`config.mk`:
```
export PLATFORM = sky130hd
export DESIGN_NAME = stack_mem_pipe
export DESIGN_NICKNAME = d
export VERILOG_FILES = /design/src/rtl/stack_mem_pkg.sv /design/src/rtl/stack_mem_rsp_fifo.sv /design/src/rtl/stack_mem_pipe.sv
export SDC_FILE = /design/constraint.sdc
export NUM_CORES = 2
export LEC_CHECK = 0
export BUFFER_PORTS_ARGS = -buffer_cell sky130_fd_sc_hd__buf_2
export CELL_PAD_IN_SITES_DETAIL_PLACEMENT = 0
export CELL_PAD_IN_SITES_GLOBAL_PLACEMENT = 1
export CORE_MARGIN = 2
export CORE_UTILIZATION = 50
export CTS_CLUSTER_DIAMETER = 200
export DETAILED_ROUTE_END_ITERATION = 6
export GPL_TIMING_DRIVEN = 1
export PLACE_DENSITY_LB_ADDON = 0.1
export SYNTH_ARGS = -nofsm -noshare
export SYNTH_HDL_FRONTEND = slang
export SYNTH_HIERARCHICAL = 1
export SYNTH_SLANG_ARGS = --single-unit
```
`constraint.sdc`:
```
create_clock -name clk -period 2.8 [get_ports clk]
set_clock_uncertainty 0.1 [all_clocks]
set_input_delay 0.56 -clock clk [delete_from_list [all_inputs] [get_ports clk]]
set_output_delay 0.56 -clock clk [all_outputs]
set_load 0.01 [all_outputs]
```
`src/rtl/stack_mem_pkg.sv`:
```
// stack_mem_pkg: shared types, limits and helpers for the pipelined stack memory.
//   mem_req_t   : request fields (we, addr, wdata), sized to the widest legal
//                 configuration; users zero-extend their narrower fields into it.
//   MAX_LATENCY : upper bound of the LATENCY parameter.
//   fifo_depth  : response FIFO depth needed for a given read latency.
package stack_mem_pkg;

  localparam int MAX_LATENCY = 4;
  localparam int MAX_ADDR_W  = 32;
  localparam int MAX_DATA_W  = 64;

  typedef struct packed {
    logic                  we;
    logic [MAX_ADDR_W-1:0] addr;
    logic [MAX_DATA_W-1:0] wdata;
  } mem_req_t;

  // One slot per response that can be in flight (LATENCY) plus one so the
  // consumer-side handshake can overlap with a new acceptance.
  function automatic int fifo_depth(input int latency);
    return latency + 1;
  endfunction

endpackage

```
`src/rtl/stack_mem_rsp_fifo.sv`:
```
// stack_mem_rsp_fifo: synchronous FIFO with registered storage and occupancy count.
//   i_clk, i_rst   : clock, synchronous active-high reset (pointers/count only)
//   i_push/i_push_data : write side; push while full is accepted only with a pop
//   i_pop          : read side; ignored while empty
//   o_valid/o_data : head entry; o_data is zero while empty
//   o_count        : number of stored entries
module stack_mem_rsp_fifo #(
  parameter int W     = 8,
  parameter int DEPTH = 3
) (
  input  logic                         i_clk,
  input  logic                         i_rst,
  input  logic                         i_push,
  input  logic [W-1:0]                 i_push_data,
  input  logic                         i_pop,
  output logic                         o_valid,
  output logic [W-1:0]                 o_data,
  output logic [$clog2(DEPTH+1)-1:0]   o_count
);

  localparam int PTR_W = (DEPTH > 1) ? $clog2(DEPTH) : 1;
  localparam int CNT_W = $clog2(DEPTH + 1);

  logic [W-1:0]     r_mem [DEPTH];
  logic [PTR_W-1:0] r_rd_ptr;
  logic [PTR_W-1:0] r_wr_ptr;
  logic [CNT_W-1:0] r_count;

  logic w_empty;
  logic w_full;
  logic w_do_pop;
  logic w_do_push;

  assign w_empty   = (r_count == '0);
  assign w_full    = (r_count == CNT_W'(DEPTH));
  assign w_do_pop  = i_pop && !w_empty;
  // When full, the slot being popped this edge is the one the push overwrites.
  assign w_do_push = i_push && (!w_full || w_do_pop);

  always_ff @(posedge i_clk) begin
    if (i_rst) begin
      r_rd_ptr <= '0;
      r_wr_ptr <= '0;
      r_count  <= '0;
    end else begin
      if (w_do_push) begin
        r_wr_ptr <= (r_wr_ptr == PTR_W'(DEPTH - 1)) ? '0 : r_wr_ptr + PTR_W'(1);
      end
      if (w_do_pop) begin
        r_rd_ptr <= (r_rd_ptr == PTR_W'(DEPTH - 1)) ? '0 : r_rd_ptr + PTR_W'(1);
      end
      case ({w_do_push, w_do_pop})
        2'b10:   r_count <= r_count + CNT_W'(1);
        2'b01:   r_count <= r_count - CNT_W'(1);
        default: r_count <= r_count;
      endcase
    end
  end

  // Storage is deliberately not reset; the head is masked while empty instead.
  always_ff @(posedge i_clk) begin
    if (w_do_push) begin
      r_mem[r_wr_ptr] <= i_push_data;
    end
  end

  assign o_valid = !w_empty;
  assign o_data  = w_empty ? '0 : r_mem[r_rd_ptr];
  assign o_count = r_count;

  a_no_overflow: assert property (@(posedge i_clk) disable iff (i_rst)
    !(i_push && w_full && !i_pop));

endmodule

```
`src/rtl/stack_mem_pipe.sv`:
```
// stack_mem_pipe: pipelined single-port data memory with valid/ready request and
// response handshakes and response back-pressure.
//   clk, rst                       : clock, synchronous active-high reset
//   req_valid/req_ready            : request handshake (accept when both high)
//   req_we, req_addr, req_wdata    : request fields, sampled only on acceptance
//   rsp_valid/rsp_ready, rsp_rdata : response handshake and data
//   busy                           : any response-producing request in flight
// Optional feature macro STACK_MEM_WRITE_ACK_EN: writes also return the pre-write
// word as a response and are subject to the same credit limit as reads.
//
// Handshake semantics: a transfer happens on an edge where valid && ready; a
// producer holding valid keeps its fields stable until that edge, and
// rsp_valid/rsp_rdata never change while rsp_valid && !rsp_ready.
module stack_mem_pipe
  import stack_mem_pkg::*;
#(
  parameter int DATA_W  = 8,
  parameter int ADDR_W  = 8,
  parameter int LATENCY = 2
) (
  input  logic              clk,
  input  logic              rst,
  input  logic              req_valid,
  output logic              req_ready,
  input  logic              req_we,
  input  logic [ADDR_W-1:0] req_addr,
  input  logic [DATA_W-1:0] req_wdata,
  output logic              rsp_valid,
  input  logic              rsp_ready,
  output logic [DATA_W-1:0] rsp_rdata,
  output logic              busy
);

  localparam int DEPTH  = 2 ** ADDR_W;
  localparam int FIFO_D = fifo_depth(LATENCY);
  localparam int OUT_W  = $clog2(FIFO_D + 1);

  logic [DATA_W-1:0] r_mem [DEPTH];

  mem_req_t          w_req;
  logic              w_unused;
  logic              w_accept;
  logic              w_rsp_accept;
  logic              w_pop;
  logic              w_credit;
  logic [DATA_W-1:0] w_rd_data;
  logic              w_push;
  logic [DATA_W-1:0] w_push_data;
  logic [OUT_W-1:0]  w_pipe_occ;
  logic [OUT_W-1:0]  w_fifo_cnt;
  logic [OUT_W-1:0]  w_outstanding;

  assign w_req = '{we: req_we, addr: MAX_ADDR_W'(req_addr), wdata: MAX_DATA_W'(req_wdata)};
  // Upper struct bits are zero padding for narrower configurations.
  assign w_unused = ^w_req;

  assign w_accept      = req_valid && req_ready;
  assign w_pop         = rsp_valid && rsp_ready;
  assign w_outstanding = w_pipe_occ + w_fifo_cnt;
  assign w_credit      = (w_outstanding < OUT_W'(FIFO_D));

`ifdef STACK_MEM_WRITE_ACK_EN
  assign w_rsp_accept = w_accept;
  assign req_ready    = w_credit || w_pop;
`else
  assign w_rsp_accept = w_accept && !w_req.we;
  assign req_ready    = w_credit || w_pop || req_we;
`endif

  assign busy = (w_outstanding != '0);

  // Combinational read of the current word: a write at the same edge lands
  // after this value is captured, giving read-before-write for write acks.
  assign w_rd_data = r_mem[w_req.addr[ADDR_W-1:0]];

  always_ff @(posedge clk) begin
    if (w_accept && w_req.we) begin
      r_mem[w_req.addr[ADDR_W-1:0]] <= w_req.wdata[DATA_W-1:0];
    end
  end

  // The FIFO write is the final latency stage, so only LATENCY-1 explicit
  // pipeline registers sit between the array and the FIFO.
  if (LATENCY == 1) begin : g_lat1
    assign w_push      = w_rsp_accept;
    assign w_push_data = w_rd_data;
    assign w_pipe_occ  = '0;
  end else begin : g_pipe
    localparam int NS = LATENCY - 1;

    logic [NS-1:0]     r_vld;
    logic [DATA_W-1:0] r_dat [NS];

    always_ff @(posedge clk) begin
      if (rst) begin
        r_vld <= '0;
      end else begin
        r_vld[0] <= w_rsp_accept;
        for (int k = 1; k < NS; k++) begin
          r_vld[k] <= r_vld[k-1];
        end
      end
    end

    always_ff @(posedge clk) begin
      r_dat[0] <= w_rd_data;
      for (int k = 1; k < NS; k++) begin
        r_dat[k] <= r_dat[k-1];
      end
    end

    always_comb begin
      w_pipe_occ = '0;
      for (int k = 0; k < NS; k++) begin
        w_pipe_occ = w_pipe_occ + OUT_W'(r_vld[k]);
      end
    end

    assign w_push      = r_vld[NS-1];
    assign w_push_data = r_dat[NS-1];
  end

  stack_mem_rsp_fifo #(
    .W     (DATA_W),
    .DEPTH (FIFO_D)
  ) u_rsp_fifo (
    .i_clk       (clk),
    .i_rst       (rst),
    .i_push      (w_push),
    .i_push_data (w_push_data),
    .i_pop       (w_pop),
    .o_valid     (rsp_valid),
    .o_data      (rsp_rdata),
    .o_count     (w_fifo_cnt)
  );

endmodule

```
==> metrics list <==
- From bottom edge to top edge, the die measures ~400 microns.
* Count of warnings emitted by yosys: 6
- Slew HR: 19.0%
- Router iterations before antenna repair: 6
* Highest-delay cell along the critical path: sky130_fd_sc_hd__or4b_4
- The analysis attributes to net switching a power of 13.5 mW.
* Maximum fanout along the worst path: 7
- Number of global-route vias before repair: between 40000 and 50000
* Minimum clock period: between 2 and 3 ns
- The worst setup path is launched from a flip-flop.
- The checks that failed: negative setup slack.
* Setup Total Neg Slack: -0.0417 ns
* Worst Setup Slack, final: -0.0417 ns
* Final core area utilization: around 60%
* Maximum buffer depth of the clock tree: 3
* Post-synth net total: around 3600
* Path class of the lowest-slack min-delay path: in -> reg
- The number of antenna violations at the first check in global routing came to 16.
* Layout cells sized above 1: roughly 34%
- For this design the ratio of total power to cell area is between 600 and 700 nW/um^2.
- For this run, the slowest stage of the critical path takes about 0.53 ns.
- For this run the aggregate overflow at the end of global routing stands at 0.
* R2r endpoint: g_pipe.r_dat[0][0]
- Clock tree synthesis selected as its root buffer the cell sky130_fd_sc_hd__clkbuf_16.
- The run finished, with violations left.
* Leading register cell type out of synthesis: sky130_fd_sc_hd__edfxtp_1
- The die covers about 160000 sq um.
- Summing every instance area after synthesis gives around 80000 sq um.
- The synthesized design contains between 2000 and 2500 enable-type register cells.
* Clock latency at the later pin of the worst-skew pair: 0.84 ns
- Final wirelength: a little over 200 mm
* Residual DRC count: 0
- CTS tree: built
- STA classifies the critical path endpoint as an output pin.
- After synthesis, the netlist uses 35 different library cells.
- Clock network fraction of design power: roughly two fifths
- For the pin with the worst max-slew slack, the measured transition is 1.21 ns.
- Counting flops and latches in the post-synthesis netlist gives ~2100.
- Once layout is complete, the cells apart from fillers number around 6600.
* Max Used Layer: met5
- Among all cell types in the netlist, the one instantiated most often is sky130_fd_sc_hd__edfxtp_1.
* Initial Util: around half
- Initial DRC Count: approximately 5000
* Startpoint of the lowest-slack hold path: req_valid
- Number of violations of the max-capacitance limit: 0
- Standard cell core area: about 160000 sq um
* Number of CTS-inserted buffers: 210
* H-tree level count: 4
* Combinational cell fraction of total power: 5.0%
* Met2 routed WL: approximately 98 mm
* Post-synth ARST share: 0%
- In this run switching power makes up between 20% and 30% of total power.
- The internal portion of the total power is slightly above 50 mW.
- Number of routed nets with antenna violations: 0
* Area share of the largest cell type after synthesis: roughly four fifths
- Number of placed cells counting well taps: 6159
- Hold-critical path depth: 3
- Routability-driven placement finished with a final weighted congestion of around 0.84.
- Across every metal layer, demand over resource in global routing totals 25.3%.
- Syn Area/Cell: roughly 22 sq um
* Critical path, cell by cell: nor2_4 > inv_1 > and2_4 > or4b_4 > buf_6
- Placed cell area: 87600 sq um
* CP Data Arrival Time: around 2.2 ns
* Leakage dissipation: slightly above 30 nW
- Classification of the worst setup path: reg -> out
- From left edge to right edge, the die measures a little over 400 microns.
* Routed via count: slightly above 40000
- Post-route worst hold slack: about 0.075 ns
* Clock tree sinks: about 2100
- Area grow syn2layout: 18.4%
- After detailed routing, the number of vias per cell comes to 6.14.
- Pin placement for this block handled 32 I/O pins.
- Max-slew violations: 0
- Maximum number of pins on one net before global-route repair: between 90 and 100
- Count of mapped cells out of synthesis: around 3600
- The initialized floorplan defines about 150 standard-cell rows.
- In this run the critical register-to-register path is launched from r_mem[58][0].
- Once layout is done, the placed cells without fillers occupy roughly 94000 sq um.
- Worst vdd ir: a little over 0.7 mV
- Leading post-synthesis cells by cell area: sky130_fd_sc_hd__edfxtp_1 (78%), sky130_fd_sc_hd__mux4_2 (14%), sky130_fd_sc_hd__a22oi_1 (2.4%)
- The synthesized design spends more area on one cell type than any other, namely sky130_fd_sc_hd__edfxtp_1.
* Net count of the finished layout: between 4000 and 5000
- Total setup violations reported at the end of the flow: 1
* Global-route wire length before repair: between 200 and 300 mm
- CP required: 2.14 ns
- Buffers placed on the I/O ports in this run total 31.
* Detailed placer's ending HPWL: approximately 130 mm
* Sum of routed wire segments on met1: between 80 and 90 mm
- In this run the register-to-register setup slack is roughly 0.12 ns.
* Max Clock Freq: approximately 350 MHz
- Setup repair after global routing missed its margin: yes
* Proportion of synthesized chip area in sequential cells: between 70% and 80%
- After detailed routing, the met3 layer carries approximately 15 mm of wire.
- Final Hold Violating Endpoints: 0
- End of the worst hold path: g_pipe.r_vld
- Number of cells traversed by the worst register-to-register path: 6
- In this run, flip-flops and latches consume around 54% of the power.
- After clock tree synthesis, the clock-pin slew on the worst setup and hold paths is 0.06 ns.
* Most instantiated cells after synthesis: sky130_fd_sc_hd__edfxtp_1 (2072), sky130_fd_sc_hd__mux4_2 (512), sky130_fd_sc_hd__nor2_1 (271), sky130_fd_sc_hd__a22oi_1 (256), sky130_fd_sc_hd__clkbuf_1 (144)
* Share of the clock period used by the worst path after layout: 101%
- Dividing the detail-routed wire length by the instance count gives between 30 and 40 microns.
## how the worst max path moves through the flow
stage | startpoint | end | slack, ns | depth (start not counted)
5_1_grt | u_rsp_fifo/o_count[0] | req_ready | -0.11 | 5
3_3_place_gp | req_addr[0] | g_pipe.r_dat[0][6] | -1.14 | 9
4_1_cts | u_rsp_fifo/o_count[0] | req_ready | -0.15 | 4
3_5_place_dp | req_addr[0] | g_pipe.r_dat[0][6] | -1.17 | 9
6_report | u_rsp_fifo/o_count[0] | req_ready | -0.04 | 5
2_1_floorplan | req_addr[0] | r_mem[117][0] | -0.02 | 8
## power groups by stage
stage | clock network [mW] | registers, mW | logic [mW]
floorplan | 0 | 35.1 | 1.47
CTS | 27.2 | 34.5 | 3.29
global placement | 0 | 35.1 | 3.21
finish | 26.7 | 34.5 | 3.25
detailed placement | 0 | 35.1 | 3.27
global route | 28.4 | 34.5 | 3.44
## kinds of logic (layout without fill, tap and decap cells)
logic type / after synthesis / after routing / share of synthesized area, %
DFF: 2089 / 2089 / 78.6
muxes: 530 / 530 / 14.7
adders and majority gates: 1 / 1 / 0.0157
xor gates and xnor gates: 1 / 1 / 0.0110
AOI/OAI and AO/OA: 424 / 424 / 3.63
buffers and inverters: 229 / 1091 / 1.23
other: 0 / 4 / 0
and+or+nand+nor: 350 / 350 / 1.80
## layout make-up
| type | count | area [sq um] |
|---|---|---|
| timing repair buffer | 695 | 6360 |
| fill | 11200 | 63900 |
| antenna | 4 | 10.0 |
| inverter | 2 | 7.51 |
| clock inverter | 131 | 1040 |
| multi-input combinational | 1306 | 16200 |
| tap | 2072 | 2590 |
| sequential | 2089 | 62600 |
| clock buffer | 263 | 5500 |
## metrics by stage
| stage | setup slack, ns | power (mW) |
|---|---|---|
| 2_1_floorplan | -0.0172 | 36.6 |
| 3_3_place_gp | -1.14 | 38.4 |
| 3_5_place_dp | -1.17 | 38.4 |
| 4_1_cts | -0.149 | 65.0 |
| 5_1_grt | -0.111 | 66.3 |
| 6_report | -0.0417 | 64.4 |
## per-layer routing
metal	vias up	track usage, %
met5	-	0
met4	4	7.73
met3	322	4.27
met2	1651	40.5
met1	21600	36.0
li1	16700	-
## critical path: cells and delay by family (launching register included)
family | cells | cell delay [ns]
and+or+nand+nor | 3 | 0.77
DFF | 1 | 0.38
buffers and inverters | 2 | 0.19
## sequential cells by signal (all words and copies together) (netlist names), named ones only
signal / cells
u_rsp_fifo/o_count: 2
g_pipe.r_vld: 1
r_mem: 2048
u_rsp_fifo/r_mem: 24
g_pipe.r_dat: 8
u_rsp_fifo/r_rd_ptr: 2
u_rsp_fifo/r_wr_ptr: 2
## repair_timing
| item | in CTS | in global routing |
|---|---|---|
| endpoints found under the hold margin | 7 | 0 |
| gates resized for setup | 15 | 6 |
| hold buffers | 1 | 0 |
| pin swaps | 1 | 1 |
| endpoints found under the setup margin | 8 | 3 |
| buffers inserted | 0 | 4 |
## layout by cell type (no fill, tap or decap), types with 7 or more instances in the layout
cell type and n:
sky130_fd_sc_hd__mux2_2 9, sky130_fd_sc_hd__nand4_1 8, sky130_fd_sc_hd__mux4_2 512, sky130_fd_sc_hd__buf_2 20
sky130_fd_sc_hd__a22oi_1 256, sky130_fd_sc_hd__clkinv_2 43, sky130_fd_sc_hd__clkinvlp_4 7, sky130_fd_sc_hd__dfxtp_1 13
sky130_fd_sc_hd__a21oi_1 133, sky130_fd_sc_hd__mux2i_1 8, sky130_fd_sc_hd__nor2_1 269, sky130_fd_sc_hd__clkbuf_8 8
sky130_fd_sc_hd__nand2_1 26, sky130_fd_sc_hd__nand2_2 8, sky130_fd_sc_hd__edfxtp_1 2072, sky130_fd_sc_hd__o41ai_1 28
sky130_fd_sc_hd__buf_12 90, sky130_fd_sc_hd__bufinv_16 14, sky130_fd_sc_hd__inv_6 7, sky130_fd_sc_hd__buf_4 573
sky130_fd_sc_hd__clkinv_1 54, sky130_fd_sc_hd__clkbuf_1 51, sky130_fd_sc_hd__clkbuf_16 212
Power figures use the tool's default switching activity.
